**src/rtl/dvi_timing_ctrl_pkg.sv**
```systemverilog
// dvi_pkg: shared FSM states, TMDS control codes, 640x480@60 timing defaults and pixel type
package dvi_pkg;
  typedef enum logic [1:0] {IDLE, RUN, STOP_PEND} state_t;
  localparam logic [9:0] TMDS_CTL_00 = 10'b1101010100;
  localparam logic [9:0] TMDS_CTL_01 = 10'b0010101011;
  localparam logic [9:0] TMDS_CTL_10 = 10'b0101010100;
  localparam logic [9:0] TMDS_CTL_11 = 10'b1010101011;
  localparam int DEF_H_ACTIVE = 640;
  localparam int DEF_H_FP = 16;
  localparam int DEF_H_SYNC = 96;
  localparam int DEF_H_BP = 48;
  localparam int DEF_V_ACTIVE = 480;
  localparam int DEF_V_FP = 10;
  localparam int DEF_V_SYNC = 2;
  localparam int DEF_V_BP = 33;
  typedef struct packed {
    logic [7:0] r;
    logic [7:0] g;
    logic [7:0] b;
  } rgb24_t;
  function automatic rgb24_t bar_color(input logic [2:0] i);
    return '{r: {8{~i[1]}}, g: {8{~i[2]}}, b: {8{~i[0]}}};
  endfunction
endpackage

```
**src/rtl/dvi_timing_ctrl_if.sv**
```systemverilog
// dvi_timing_ctrl_if: pixel request handshake from the source plus the video bus to the TMDS encoders
interface dvi_timing_ctrl_if;
  import dvi_pkg::*;
  logic pix_req;
  logic pix_valid;
  rgb24_t rgb_in;
  rgb24_t rgb_out;
  logic [12:0] x_pos;
  logic [12:0] y_pos;
  logic vde;
  logic hsync;
  logic vsync;
  logic [1:0] ctl_b;
  logic [1:0] ctl_g;
  logic [1:0] ctl_r;
  modport master (
    output pix_req, rgb_out, x_pos, y_pos, vde, hsync, vsync, ctl_b, ctl_g, ctl_r,
    input pix_valid, rgb_in
  );
  modport slave (
    input pix_req, rgb_out, x_pos, y_pos, vde, hsync, vsync, ctl_b, ctl_g, ctl_r,
    output pix_valid, rgb_in
  );
endinterface

```
**src/rtl/dvi_axis_counter.sv**
```systemverilog
// dvi_axis_counter: one timing axis (H or V) with active, sync and last-position decode
module dvi_axis_counter #(
  parameter int ACTIVE = 640,
  parameter int FP = 16,
  parameter int SYNC = 96,
  parameter int BP = 48
) (
  input logic clk,
  input logic rst,
  input logic step,
  input logic clear,
  output logic [12:0] pos,
  output logic active,
  output logic sync,
  output logic last
);
  localparam logic [12:0] SYNC_LO = 13'(ACTIVE + FP);
  localparam logic [12:0] SYNC_HI = 13'(ACTIVE + FP + SYNC);
  localparam logic [12:0] LAST = 13'(ACTIVE + FP + SYNC + BP - 1);
  if (ACTIVE < 1) begin : g_bad_active
    $error("dvi_axis_counter: ACTIVE must be at least 1");
  end
  // position advances on step and wraps after the axis' last position
  always_ff @(posedge clk) pos <= (rst || clear) ? '0 : step ? (last ? '0 : pos + 13'd1) : pos;
  assign active = pos < 13'(ACTIVE);
  assign sync = pos >= SYNC_LO && pos < SYNC_HI;
  assign last = pos == LAST;
endmodule

```
**src/rtl/dvi_timing_ctrl.sv**
```systemverilog
// dvi_timing_ctrl: DVI timing sequencer with lookahead pixel request; DVI_TEST_PATTERN_EN adds tp_sel colour bars
module dvi_timing_ctrl import dvi_pkg::*; #(
  parameter int H_ACTIVE = DEF_H_ACTIVE,
  parameter int H_FP = DEF_H_FP,
  parameter int H_SYNC = DEF_H_SYNC,
  parameter int H_BP = DEF_H_BP,
  parameter int V_ACTIVE = DEF_V_ACTIVE,
  parameter int V_FP = DEF_V_FP,
  parameter int V_SYNC = DEF_V_SYNC,
  parameter int V_BP = DEF_V_BP,
  parameter bit SYNC_POL = 1'b0
) (
  input logic clk,
  input logic rst,
  input logic en,
`ifdef DVI_TEST_PATTERN_EN
  input logic tp_sel,
`endif
  dvi_timing_ctrl_if.master vid,
  output logic frame_start,
  output logic underflow,
  output logic busy
);
  state_t state, next_state;
  logic go, act, at_end, hact, vact, hsy, vsy, hlast, vlast, hs_lvl, vs_lvl;
  logic [12:0] hpos, vpos;
  rgb24_t pix;
`ifdef DVI_TEST_PATTERN_EN
  localparam int BAR_W = H_ACTIVE >= 8 ? H_ACTIVE / 8 : 1;
  logic [12:0] bar;
  assign bar = hpos / 13'(BAR_W);
`endif
  dvi_axis_counter #(.ACTIVE(H_ACTIVE), .FP(H_FP), .SYNC(H_SYNC), .BP(H_BP)) u_h (
    .clk(clk), .rst(rst), .step(go), .clear(!go),
    .pos(hpos), .active(hact), .sync(hsy), .last(hlast)
  );
  dvi_axis_counter #(.ACTIVE(V_ACTIVE), .FP(V_FP), .SYNC(V_SYNC), .BP(V_BP)) u_v (
    .clk(clk), .rst(rst), .step(go && hlast), .clear(!go),
    .pos(vpos), .active(vact), .sync(vsy), .last(vlast)
  );
  // state register; counters run one pixel ahead, so at_end flags the frame's final output cycle
  always_ff @(posedge clk) begin
    state <= rst ? IDLE : next_state;
    at_end <= go && hlast && vlast;
  end
  // STOP_PEND leaves only at the frame's last output cycle, restarting without a gap if en is back
  always_comb next_state = state == IDLE ? (en ? RUN : IDLE) : state == RUN ? (en ? RUN : STOP_PEND) : at_end ? (en ? RUN : IDLE) : STOP_PEND;
  // go means the next cycle shows a timing position, so the counter position is requested and captured now
  always_comb begin
    busy = state != IDLE;
    go = !rst && next_state != IDLE;
    act = hact && vact;
    hs_lvl = hsy ? SYNC_POL : !SYNC_POL;
    vs_lvl = vsy ? SYNC_POL : !SYNC_POL;
`ifdef DVI_TEST_PATTERN_EN
    vid.pix_req = go && act && !tp_sel;
    pix = (tp_sel && go && act) ? bar_color(bar > 13'd7 ? 3'd7 : bar[2:0]) : (vid.pix_req && vid.pix_valid) ? vid.rgb_in : '0;
`else
    vid.pix_req = go && act;
    pix = (vid.pix_req && vid.pix_valid) ? vid.rgb_in : '0;
`endif
  end
  // aligned video outputs; idle and reset present the same deasserted values
  always_ff @(posedge clk) begin
    if (rst || !go) begin
      vid.x_pos <= '0;
      vid.y_pos <= '0;
      vid.vde <= 1'b0;
      vid.hsync <= !SYNC_POL;
      vid.vsync <= !SYNC_POL;
      vid.ctl_b <= 2'b00;
      vid.rgb_out <= '0;
      frame_start <= 1'b0;
    end else begin
      vid.x_pos <= hpos;
      vid.y_pos <= vpos;
      vid.vde <= act;
      vid.hsync <= hs_lvl;
      vid.vsync <= vs_lvl;
      vid.ctl_b <= {vs_lvl, hs_lvl};
      vid.rgb_out <= pix;
      frame_start <= hpos == 13'd0 && vpos == 13'd0;
    end
  end
  // sticky record of any request the source could not serve
  always_ff @(posedge clk) underflow <= rst ? 1'b0 : underflow || (vid.pix_req && !vid.pix_valid);
  assign vid.ctl_g = 2'b00;
  assign vid.ctl_r = 2'b00;
endmodule

```
**src/flat_wrapper.sv**
```systemverilog
// flat-port wrapper written by rule: the top's interface ports become plain ports
module dvi_timing_ctrl_flat import dvi_pkg::*;
#(
  parameter int H_ACTIVE = DEF_H_ACTIVE,
  parameter int H_FP = DEF_H_FP,
  parameter int H_SYNC = DEF_H_SYNC,
  parameter int H_BP = DEF_H_BP,
  parameter int V_ACTIVE = DEF_V_ACTIVE,
  parameter int V_FP = DEF_V_FP,
  parameter int V_SYNC = DEF_V_SYNC,
  parameter int V_BP = DEF_V_BP,
  parameter bit SYNC_POL = 1'b0
)
  (clk, rst, en, frame_start, underflow, busy, vid_pix_req, vid_rgb_out, vid_x_pos, vid_y_pos, vid_vde, vid_hsync, vid_vsync, vid_ctl_b, vid_ctl_g, vid_ctl_r, vid_pix_valid, vid_rgb_in);
  dvi_timing_ctrl_if vid_i ();
  input logic clk;
  input logic rst;
  input logic en;
  output logic frame_start;
  output logic underflow;
  output logic busy;
  output wire logic [$bits(vid_i.pix_req)-1:0] vid_pix_req;
  output wire logic [$bits(vid_i.rgb_out)-1:0] vid_rgb_out;
  output wire logic [$bits(vid_i.x_pos)-1:0] vid_x_pos;
  output wire logic [$bits(vid_i.y_pos)-1:0] vid_y_pos;
  output wire logic [$bits(vid_i.vde)-1:0] vid_vde;
  output wire logic [$bits(vid_i.hsync)-1:0] vid_hsync;
  output wire logic [$bits(vid_i.vsync)-1:0] vid_vsync;
  output wire logic [$bits(vid_i.ctl_b)-1:0] vid_ctl_b;
  output wire logic [$bits(vid_i.ctl_g)-1:0] vid_ctl_g;
  output wire logic [$bits(vid_i.ctl_r)-1:0] vid_ctl_r;
  input wire logic [$bits(vid_i.pix_valid)-1:0] vid_pix_valid;
  input wire logic [$bits(vid_i.rgb_in)-1:0] vid_rgb_in;
  assign vid_pix_req = vid_i.pix_req;
  assign vid_rgb_out = vid_i.rgb_out;
  assign vid_x_pos = vid_i.x_pos;
  assign vid_y_pos = vid_i.y_pos;
  assign vid_vde = vid_i.vde;
  assign vid_hsync = vid_i.hsync;
  assign vid_vsync = vid_i.vsync;
  assign vid_ctl_b = vid_i.ctl_b;
  assign vid_ctl_g = vid_i.ctl_g;
  assign vid_ctl_r = vid_i.ctl_r;
  assign vid_i.pix_valid = vid_pix_valid;
  assign vid_i.rgb_in = vid_rgb_in;
  dvi_timing_ctrl #(.H_ACTIVE(H_ACTIVE), .H_FP(H_FP), .H_SYNC(H_SYNC), .H_BP(H_BP), .V_ACTIVE(V_ACTIVE), .V_FP(V_FP), .V_SYNC(V_SYNC), .V_BP(V_BP), .SYNC_POL(SYNC_POL)) u_core (.clk(clk), .rst(rst), .en(en), .vid(vid_i), .frame_start(frame_start), .underflow(underflow), .busy(busy));
endmodule
```
**config.mk**
```make
export PLATFORM = sky130hd
export DESIGN_NAME = dvi_timing_ctrl_flat
export DESIGN_NICKNAME = d
export VERILOG_FILES = /design/src/rtl/dvi_timing_ctrl_pkg.sv /design/src/rtl/dvi_timing_ctrl_if.sv /design/src/rtl/dvi_axis_counter.sv /design/src/rtl/dvi_timing_ctrl.sv /design/src/flat_wrapper.sv
export SDC_FILE = /design/constraint.sdc
export NUM_CORES = 1
export LEC_CHECK = 0
export BUFFER_PORTS_ARGS = -buffer_cell sky130_fd_sc_hd__buf_2
export CAP_MARGIN = 20
export CORE_UTILIZATION = 46
export DETAILED_ROUTE_END_ITERATION = 16
export PLACE_DENSITY = 0.75
export SLEW_MARGIN = 5
export SYNTH_ARGS = -nofsm -noshare
export SYNTH_HDL_FRONTEND = slang
export SYNTH_HIERARCHICAL = 1
export SYNTH_SLANG_ARGS = --single-unit
```
**constraint.sdc**
```tcl
create_clock -name clk -period 1.9 [get_ports clk]
set_input_delay 0.095 -clock clk [delete_from_list [all_inputs] [get_ports clk]]
set_output_delay 0.095 -clock clk [all_outputs]
set_load 0.005 [all_outputs]
```
-- Yosys cells after proc, flatten, opt, wreduce, memory -nomap -nowiden
Cells that the tools add are included.
- flip-flop bits (word level): 86
- bits of input ports: 28
- word-level logic and storage cells: 57
- add/sub/neg operators: 2
- $lt $le $gt $ge: 6
- equality and inequality tests: 3
- muxes and demuxes: 9
- bitwise logic cells: 1
- reduce and logical (&&, ||, !) cells: 21
- operators by type and width (kind ; count):
    $add A13 B1 Y13 const B ; 2
    $eq A13 B10 Y1 const B ; 2
    $logic_not A13 Y1 ; 2
    $lt A13 B10 Y1 const B ; 2
    $lt A13 B9 Y1 const B ; 2
    $mux W13 ; 2
    $ge A13 B10 Y1 const B ; 1
    $ge A13 B9 Y1 const B ; 1
    $logic_and A1 B1 Y1 ; 10
    $mux W2 ; 4
    $reduce_bool A2 Y1 ; 2
    $logic_not A1 Y1 ; 3
    $mux W1 ; 3
    $eq A2 B1 Y1 const B ; 1
    $logic_not A2 Y1 ; 1
    $logic_or A1 B1 Y1 ; 2
    $reduce_or A2 Y1 ; 1
    $not A1 Y1 ; 1

-- Longest topological paths before layout
Gate-level depths: netlist of run 1.
- depth in word-level cells: 10
- mapped depth: 10
- mapped depth without buffers: 8

-- Modules after synthesis
The synthesis of run 1 kept the hierarchy.
- by module, submodules not included (module ; times used ; cells each ; area an instance (um^2) ; seq. area each (um^2)):
    dvi_timing_ctrl ; 1 ; 154 ; 1804.2 ; 1201.2
    dvi_axis_counter at u_core.u_h ; 1 ; 79 ; 726.9 ; 260.2
    dvi_axis_counter at u_core.u_v ; 1 ; 76 ; 660.6 ; 260.2

-- Worst setup path before layout of run 1
Ideal clock, no wire load.
- kind: flip-flop to flip-flop
- from: register u_core.state[1]
- to: register u_core.u_v.pos[12]
- data arrival time: 1883 ps
- slack: -98 ps
- cell stages (with the launch flop): 11
- buffers on the path: 2
- clock period less this slack: 1998 ps
- path through: dfxtp_1 > or2_4 > a21oi_4 > nor2_2 > buf_6 > and2_1 > buf_2 > nand4_1 > nor4_1 > xnor2_1 > nor2_1
- cells in the longest elaborated chain, start to end: 7
- elaborated cells between the ends (all ways): 9
- RTL lines (item ; line ; text):
    from (decl) ; dvi_timing_ctrl.sv:24 ; state_t state, next_state;
    from (signal assigned) ; dvi_timing_ctrl.sv:43 ; state <= rst ? IDLE : next_state;
    $eq A2 B1 Y1 ; dvi_timing_ctrl.sv:47 ; always_comb next_state = state == IDLE ? (en ? RUN : IDLE) : state == RUN ? (en ? RUN : STOP_PEND) : at_end ? ...
    $mux W2 ; dvi_timing_ctrl.sv:47 ;
    $mux W2 (*) ; dvi_timing_ctrl.sv:47 ;
    $reduce_bool A2 Y1 (*) ; dvi_timing_ctrl.sv:51 ; go = !rst && next_state != IDLE;
    $logic_and A1 B1 Y1 (*) ; dvi_timing_ctrl.sv:51 ;
    via u_core.go ; dvi_timing_ctrl.sv:25 ; logic go, act, at_end, hact, vact, hsy, vsy, hlast, vlast, hs_lvl, vs_lvl;
    $logic_not A1 Y1 ; dvi_timing_ctrl.sv:38 ; .clk(clk), .rst(rst), .step(go && hlast), .clear(!go),
    $logic_or A1 B1 Y1 ; dvi_axis_counter.sv:24 ; always_ff @(posedge clk) pos <= (rst || clear) ? '0 : step ? (last ? '0 : pos + 13'd1) : pos;
    to (signal assigned) ; dvi_axis_counter.sv:24 ;
    to (decl) ; dvi_axis_counter.sv:12 ; output logic [12:0] pos,
Mark *: on every way through the listed nets, which the timed path passes. The rest lies on a longest branch.
A chain may end at the register's enable or synchronous reset.

-- Worst setup path after layout of run 1
- from: register u_core.u_v.pos[10]
- to: output vid_pix_req
- cells in the longest elaborated chain, start to end: 3
- RTL lines (item ; line ; text):
    $lt A13 B9 Y1 ; dvi_axis_counter.sv:25 ; assign active = pos < 13'(ACTIVE);
    via u_core.vact ; dvi_timing_ctrl.sv:25 ;
    $logic_and A1 B1 Y1 ; dvi_timing_ctrl.sv:52 ; act = hact && vact;
    $logic_and A1 B1 Y1 ; dvi_timing_ctrl.sv:59 ; vid.pix_req = go && act;
    to (decl) ; flat_wrapper.sv:22 ; output wire logic [$bits(vid_i.pix_req)-1:0] vid_pix_req;
The timed path passes the listed nets, and every way through them passes these cells.

==> results of run 1 <==
flip-flops by register name, indices dropped and copies added, names as in the netlist:
| name | count |
|---|---|
| u_core/vid.hsync | 1 |
| u_core/at_end | 1 |
| u_core/vid.x_pos | 13 |
| u_core/vid.ctl_b | 2 |
| u_core/u_h/pos | 13 |
| u_core/vid.vsync | 1 |
| u_core/vid.vde | 1 |
| u_core/vid.rgb_out | 24 |
| u_core/underflow | 1 |
| u_core/vid.y_pos | 13 |
| u_core/frame_start | 1 |
| u_core/state | 2 |
| u_core/u_v/pos | 13 |
where the power goes:
| group | leakage (nW) | internal [mW] | total [mW] | switching (mW) |
|---|---|---|---|---|
| clock | 0.0943 | 0.531 | 1.22 | 0.688 |
| combinational | 1.16 | 0.121 | 0.224 | 0.103 |
| sequential | 0.701 | 1.83 | 1.84 | 0.00901 |
Yosys cell counts (all sizes together), types with 2 or more instances:
library cell / count
xor2: 6
nor3: 10
and3: 25
xnor2: 18
nor2: 40
a21oi: 2
and2: 28
ha: 3
nand4: 11
o21ai: 2
nand3: 10
mux2i: 2
nor4: 13
buf: 13
or3: 3
inv: 7
nor3b: 4
dfxtp: 86
clkbuf: 6
nand2: 13
final cells by class:
class | instances | area, um^2
multi-input combinational | 200 | 1360
tap | 77 | 96.3
timing repair buffer | 139 | 920
clock buffer | 10 | 138
inverter | 7 | 26.3
fill | 505 | 2210
sequential | 86 | 1730
clock inverter | 6 | 51.3
worst max-delay path: cells and delay by family (launching register included):
kind | cells | cell delay (ns)
simple gates | 4 | 0.83
flops | 1 | 0.35
buf+inv | 2 | 0.23
worst max path at each step:
stage,startpoint,cells past startpoint,endpoint
3_5_place_dp,u_core/u_h/pos[6]$_SDFFE_PP0P_,8,u_core/u_v/pos[12]$_SDFFE_PP0P_
6_report,u_core/u_v/pos[10]$_SDFFE_PP0P_,6,vid_pix_req
5_1_grt,u_core/u_h/pos[6]$_SDFFE_PP0P_,8,u_core/u_v/pos[10]$_SDFFE_PP0P_
3_3_place_gp,u_core/u_h/pos[6]$_SDFFE_PP0P_,8,u_core/u_v/pos[12]$_SDFFE_PP0P_
4_1_cts,u_core/u_v/pos[10]$_SDFFE_PP0P_,6,vid_pix_req
2_1_floorplan,u_core/u_h/pos[4]$_SDFFE_PP0P_,10,u_core/u_v/pos[12]$_SDFFE_PP0P_
through the flow:
step / util / cell area [um^2] / power (mW) / setup TNS (ns)
2_1_floorplan: - / 3240 / 1.99 / 0
3_3_place_gp: 0.581 / 3790 / 2.05 / 0
3_5_place_dp: 0.581 / 3790 / 2.05 / 0
4_1_cts: 0.662 / 4320 / 3.32 / -0.0968
5_1_grt: 0.662 / 4320 / 3.41 / -0.287
6_report: 0.662 / 4320 / 3.28 / 0
cell families (layout without fill, tap and decap cells):
| family | after synthesis | in the layout | synth area share |
|---|---|---|---|
| AOI/OAI and AO/OA | 5 | 5 | 0.0141 |
| and+or+nand+nor | 162 | 162 | 0.305 |
| buffers and inverters | 26 | 162 | 0.0568 |
| xor gates and xnor gates | 24 | 24 | 0.0659 |
| muxes | 2 | 2 | 0.00627 |
| DFF | 86 | 86 | 0.539 |
| adders and majority gates | 3 | 3 | 0.0118 |
| other | 1 | 4 | 0.00117 |
layer usage:
layer | GRT usage | up-vias
met4 | 0.0939 | 0
li1 | - | 1299
met3 | 0.0642 | 16
met1 | 0.271 | 1201
met5 | 0 | -
met2 | 0.341 | 116
timing repair:
action                                  in CTS  in global routing
setup buffers                                6                  0
hold buffers                                24                  0
endpoints found under the hold margin       24                  0
resized for setup                            7                  8
endpoints found under the setup margin       1                 38
pin swaps                                    4                  6
gates cloned                                 1                  0
==> out/metrics.csv, run 1 <==
metric,value,unit
Die Width,85.3,um
WS Path Type,register to output pin,
placed insts,479,
first-pass GRT wire length,12100,um
IO Count,91,
vias in the first global route,2581,
num rows,29,
"Primary FF master, synth",dfxtp_1,
Setup crit end kind,output pin,
Pwr Density,759,nW/um^2
Non-Filler Instances,525,
"commonest cells after routing, fill and taps aside","buf_2 (85), dfxtp_1 (80), nor2_1 (34), buf_4 (27), and2_1 (27)",
routed wl met2,3350,um
grt ovf,0,
Pins Over Slew Limit,0,
Synth area leaders,"dfxtp_1 (54%), and2_1 (5.5%), xnor2_1 (4.9%)",
Final Cycle Share,0.986,
Starting Density,0.489,
critical path's largest stage delay,0.37,ns
1st-iter DRT viols,118,
Post-Synthesis Cells,309,
Synth area leader,dfxtp_1,
clock insertion delay at the later pin of the skew report,0.36,ns
share of layout cells above drive strength 1,0.368,
number of port buffers,86,
"Avg Cell Area, Syn",10.3,um^2
Reg-to-Reg End,u_core/u_v/pos[10]$_SDFFE_PP0P_,
Hold WS,0.0262,ns
share of flip-flops with an asynchronous set or reset,0,
H-tree depth,3,
worst clock skew,0.0128,ns
initial antenna violation count,0,
maximum clock rate,0.534,GHz
required time of the critical path,1.80,ns
status,"complete, no violations",
vias per cell,5.01,
Final Wtd Congestion,0.882,
post-layout net count,474,
DRT met1 WL,3380,um
Tmin final,1.87,ns
data arrival time of the worst path,1.78,ns
register bit total from synthesis,86,
DRT antenna net count,0,
die area,7280,um^2
count of final setup violators,0,
Startpoint Class,register,
setup ws final,0.0266,ns
CTS sink cnt,86,
top layer in use,met4,
Worst Hold Path EP,u_core/state[0]$_SDFF_PP0_,
CTS tree,built,
Reg2Reg Setup Slack,0.07,ns
CORE AREA,6530,um^2
"worst slack, placed",0.0893,ns
Reg2Reg Depth,8,
n_diodes,0,
RR Startpoint,u_core/u_h/pos[6]$_SDFFE_PP0P_,
gr usage total,0.215,
critical-path cell list,"or3_4, nor3b_2, nand2_2, nor3_4, buf_12, buf_6",
CTS max path bufs,2,
unrepaired setup endpoints after global routing,true,
Lkg Pwr,1.95,nW
Hold Path Stages,2,
sequential cell area fraction in the yosys report,0.539,
number of max-cap violations,0,
Inserted Clock Buffers,9,
drt pass-1 iters,7,
"most common cell after layout, fill and taps aside",buf_2,
WL per Instance,14.3,um
largest net degree at the start of global routing,26,
post-synthesis cell type count,39,
Detailed Route WL,7480,um
mapped cell area,3190,um^2
Max IR drop VDD,0.000457,V
Die Span Y,85.3,um
area grow syn2layout,35.4,%
root buf cell,clkbuf_8,
# DRC,0,
Post-synth EDFFs,0,
Vias,2632,
met3 routed wirelength,582,um
dpl hpwl,4610,um
Slowest cell on crit path,or3_4,
Yosys top cell area share,0.539,
Worst-path clk slew,0.09,ns
Critical Path Fanout Max,4,
Ys Warns,6,
hold_sp,en,
Fin. Hold Viols,0,
Min-Delay Path Class,input port to register,
Power figures use the tool's default switching activity.
==> run 2: changes to the inputs <==
Settings changed: MAX_ROUTING_LAYER set to met4.
==> out/metrics.csv, run 2 (synthesized netlist as in run 1, its figures left out) <==
metric,value,unit
status,"complete, no violations",
Pins Over Slew Limit,0,
gr usage total,0.221,
Fin. Hold Viols,0,
Critical Path Fanout Max,4,
"most common cell after layout, fill and taps aside",buf_2,
Power Total,3.28,mW
# DRC,0,
switching share of total power,0.243,
"commonest cells after routing, fill and taps aside","buf_2 (85), dfxtp_1 (80), nor2_1 (34), buf_4 (27), and2_1 (27)",
WL per Instance,14.3,um
num rows,29,
n_diodes,0,
die area,7280,um^2
maximum clock rate,0.534,GHz
grt ovf,0,
clock insertion delay at the later pin of the skew report,0.36,ns
unrepaired setup endpoints after global routing,true,
vias in the first global route,2581,
Detailed Route WL,7510,um
data arrival time of the worst path,1.78,ns
Vias,2644,
largest delay contributor family on the critical path,simple AND/OR/NAND/NOR gates,
worst clock skew,0.0134,ns
DRT antenna net count,0,
CTS sink cnt,86,
Tmin final,1.87,ns
Final Wtd Congestion,0.897,
CTS tree,built,
CORE AREA,6530,um^2
share of layout cells above drive strength 1,0.368,
Die Span Y,85.3,um
area grow syn2layout,35.4,%
Sequential Power Share,0.561,
Pwr Density,759,nW/um^2
Clk network pwr share,0.371,
Hold WS,0.0270,ns
Min-Delay Path Class,input port to register,
drt pass-1 iters,7,
max reg flops,24,
1st-iter DRT viols,115,
WS Path Type,register to output pin,
vias per cell,5.04,
IO Count,91,
initial antenna violation count,0,
Startpoint Class,register,
critical-path cell list,"or3_4, nor3b_2, nand2_2, nor3_4, buf_12, buf_6",
first-pass GRT wire length,12100,um
Starting Density,0.489,
critical path's largest stage delay,0.37,ns
dpl hpwl,4610,um
Slowest cell on crit path,or3_4,
root buf cell,clkbuf_8,
CTS max path bufs,2,
required time of the critical path,1.80,ns
H-tree depth,3,
Final Cycle Share,0.986,
Setup crit end kind,output pin,
Gate power share,0.068,
sw power,0.798,mW
"Most flops, register",u_core/vid.rgb_out,
Reg2Reg Setup Slack,0.07,ns
number of port buffers,86,
Die Width,85.3,um
Max IR drop VDD,0.000455,V
number of max-cap violations,0,
count of final setup violators,0,
Lkg Pwr,1.95,nW
internal power,2.48,mW
Worst-path clk slew,0.09,ns
largest net degree at the start of global routing,26,
Inserted Clock Buffers,9,
Crit path buffers/inverters,2,
post-layout net count,474,
run 2: cell counts in the layout (fill, tap and decap cells not counted):
Identical to the previous run, type by type.
run 2: power by group through the flow:
stage	registers (mW)	clock network (mW)	logic, mW
4_1_cts	1.84	1.25	0.230
3_5_place_dp	1.88	0	0.171
5_1_grt	1.84	1.32	0.244
3_3_place_gp	1.88	0	0.170
2_1_floorplan	1.89	0	0.0983
6_report	1.84	1.22	0.224
run 2: final timing paths:
| check | cells past startpoint | to | startpoint |
|---|---|---|---|
| worst max-delay path | 6 | vid_pix_req | u_core/u_v/pos[10]$_SDFFE_PP0P_ |
| worst min-delay path | 2 | u_core/state[0]$_SDFF_PP0_ | en |
| worst max register to register | 8 | u_core/u_v/pos[10]$_SDFFE_PP0P_ | u_core/u_h/pos[6]$_SDFFE_PP0P_ |
| worst min register to register | 2 | u_core/underflow$_SDFF_PP0_ | u_core/underflow$_SDFF_PP0_ |
run 2: stage by stage:
stage / worst slack [ns] / TNS [ns] / instance area, um^2 / utilization / cells
2_1_floorplan: 0.00350 / 0 / 3240 / - / 312
6_report: 0.0270 / 0 / 4320 / 0.662 / 525
4_1_cts: -0.0968 / -0.0968 / 4320 / 0.662 / 526
5_1_grt: -0.0756 / -0.284 / 4320 / 0.662 / 525
3_3_place_gp: 0.132 / 0 / 3790 / 0.581 / 479
3_5_place_dp: 0.0893 / 0 / 3790 / 0.581 / 479
run 2: area by class of cell:
class / count / area (um^2)
Fill cell: 505 / 2210
Clock inverter: 6 / 51.3
Clock buffer: 10 / 138
Tap cell: 77 / 96.3
Timing Repair Buffer: 139 / 920
Sequential cell: 86 / 1730
Inverter: 7 / 26.3
Multi-Input combinational cell: 200 / 1360
run 2: what timing repair did:
item	4_1_cts	5_1_grt
gates cloned	1	0
hold buffers	24	0
gates resized for setup	7	8
pin swaps	4	6
buffers inserted	6	0
setup endpoints to repair	1	38
endpoints found under the hold margin	24	0
run 2: layer usage:
layer  routed length (um)  global-route usage  vias to the layer above
li1                     -                   -                     1299
met1                 3370               0.271                     1206
met2                 3360               0.341                      124
met3                  596              0.0642                       15
met4                  181              0.0894                        0
met5                    0                   -                        -
run 2: worst register-to-register path: stages (launching register included):
cell     delay [ns]
dfxtp_2        0.34
nor4b_4        0.29
nand3_1        0.14
nor2_2         0.13
and2_4         0.16
nand4_1        0.14
nor3_1         0.31
xnor2_1        0.16
nor2_1         0.05
==> run 3: changes to the inputs <==
Settings changed: BUFFER_PORTS_ARGS -buffer_cell sky130_fd_sc_hd__buf_2 to not set, CORE_UTILIZATION 46 to 50, DONT_BUFFER_PORTS set to 1, PLACE_DENSITY 0.75 to 0.68.
==> out/metrics.csv, run 3 (synthesized netlist as in run 1, its figures left out) <==
metric,value,unit
status,"complete, no violations",
number of port buffers,0,
WL per Instance,15.3,um
"most common cell after layout, fill and taps aside",dfxtp_1,
switching share of total power,0.208,
vias in the first global route,2122,
Critical Path Fanout Max,4,
CTS max path bufs,2,
grt ovf,0,
"Most flops, register",u_core/vid.rgb_out,
Final Cycle Share,0.990,
Detailed Route WL,6640,um
routed wl met2,3010,um
CTS sink cnt,86,
top layer in use,met4,
gr usage total,0.207,
area grow syn2layout,23.6,%
1st-iter DRT viols,78,
Reg2Reg Setup Slack,0.02,ns
Worst Hold Path EP,u_core/u_h/pos[11]$_SDFFE_PP0P_,
count of final setup violators,0,
worst clock skew,0.00683,ns
Reg-to-Reg End,u_core/u_v/pos[12]$_SDFFE_PP0P_,
Inserted Clock Buffers,9,
Reg2Reg Depth,8,
maximum clock rate,0.532,GHz
Min-Delay Path Class,input port to register,
Max IR drop VDD,0.000682,V
post-layout net count,386,
vias per cell,5.15,
largest net degree at the start of global routing,26,
Gate power share,0.044,
H-tree depth,3,
met3 routed wirelength,505,um
WS Path Type,register to register,
first-pass GRT wire length,10000,um
IO Count,91,
root buf cell,clkbuf_8,
Setup crit end kind,register,
max reg flops,24,
Starting Density,0.530,
Vias,2240,
"commonest cells after routing, fill and taps aside","dfxtp_1 (82), nor2_1 (34), and2_1 (27), dlygate4sd3_1 (27), and3_1 (25)",
die area,6710,um^2
Startpoint Class,register,
clock insertion delay at the later pin of the skew report,0.35,ns
share of layout cells above drive strength 1,0.206,
Fin. Hold Viols,0,
dpl hpwl,4090,um
CTS tree,built,
required time of the critical path,2.15,ns
data arrival time of the worst path,2.13,ns
Worst-path clk slew,0.09,ns
Worst Setup SP,u_core/u_h/pos[11]$_SDFFE_PP0P_,
RR Startpoint,u_core/u_h/pos[11]$_SDFFE_PP0P_,
Pins Over Slew Limit,0,
Sequential Power Share,0.524,
Power Total,3.52,mW
Lkg Pwr,1.56,nW
hold_sp,rst,
Die Width,81.9,um
Clk network pwr share,0.432,
Final Wtd Congestion,0.905,
Hold WS,0.0358,ns
placed insts,389,
number of max-cap violations,0,
Non-Filler Instances,435,
Pwr Density,893,nW/um^2
Tightest Pin Transition,0.603,ns
Worst slew margin,0.597,
n_diodes,0,
Tmin final,1.88,ns
DRT antenna net count,0,
initial antenna violation count,0,
DRT met1 WL,3050,um
Setup TNS Final,0,ns
internal power,2.79,mW
sw power,0.734,mW
Die Span Y,81.9,um
num rows,28,
CORE AREA,6030,um^2
# DRC,0,
drt pass-1 iters,4,
unrepaired setup endpoints after global routing,true,
Hold Path Stages,3,
[run 3: changes by cell type in the layout (fill, tap and decap cells not counted), sizes merged]
| cell | previous run | this run |
|---|---|---|
| buf | 115 | 24 |
| bufinv | 0 | 3 |
| dlygate4sd3 | 24 | 27 |
| inv | 11 | 9 |
| clkbuf | 10 | 9 |
[run 3: how the worst max path moves through the flow]
stage                                      end  slack (ns)  cells after the start
2_1_floorplan  u_core/u_v/pos[12]$_SDFFE_PP0P_       0.003                     10
3_3_place_gp   u_core/u_v/pos[12]$_SDFFE_PP0P_       -0.02                      8
3_5_place_dp   u_core/u_v/pos[12]$_SDFFE_PP0P_       -0.09                      8
4_1_cts                            vid_pix_req       0.003                      5
5_1_grt        u_core/u_v/pos[12]$_SDFFE_PP0P_       -0.08                      8
6_report       u_core/u_v/pos[12]$_SDFFE_PP0P_        0.02                      8
[run 3: power groups by stage]
| stage | clock [mW] | combinational [mW] | sequential [mW] |
|---|---|---|---|
| finish | 1.52 | 0.156 | 1.85 |
| global route | 1.62 | 0.170 | 1.85 |
| CTS | 1.55 | 0.153 | 1.85 |
| detailed placement | 0 | 0.101 | 1.89 |
| global placement | 0 | 0.0987 | 1.89 |
| floorplan | 0 | 0.0983 | 1.89 |
[run 3: critical path, cell delays in order, from the launching register on]
cell	delay, ns
dfxtp_2	0.34
nor3_4	0.19
nand4_1	0.17
nor2_2	0.18
and2_4	0.18
nand4_1	0.16
nor4_2	0.34
xnor2_1	0.15
nor2_1	0.05
[run 3: cell type report]
cell class	count	area, um^2
fillers	469	2080
flip-flops and latches	86	1730
inverters	7	26.3
clock inverters	7	120
repair buffers	51	470
multi-input cells	200	1390
clock buffers	9	124
well taps	75	93.8
[run 3: metrics by stage]
step | util | setup WS, ns | area, um^2
CTS | 0.644 | 0.00257 | 3880
detailed placement | 0.553 | -0.0929 | 3330
finish | 0.655 | 0.0193 | 3950
global placement | 0.553 | -0.0191 | 3330
floorplan | - | 0.00350 | 3240
global route | 0.655 | -0.0811 | 3950
[run 3: timing repair]
action | 4_1_cts | 5_1_grt
gates cloned | 0 | 0
hold buffers | 27 | 0
endpoints found under the setup margin | 4 | 23
resized for setup | 3 | 14
setup buffers | 2 | 1
hold endpoints to repair | 29 | 0
pin swaps | 2 | 7
[run 3: layer usage]
layer | vias up | track usage
li1 | 1123 | -
met1 | 1012 | 0.246
met2 | 98 | 0.329
met3 | 7 | 0.0500
met4 | 0 | 0.0947
met5 | - | -
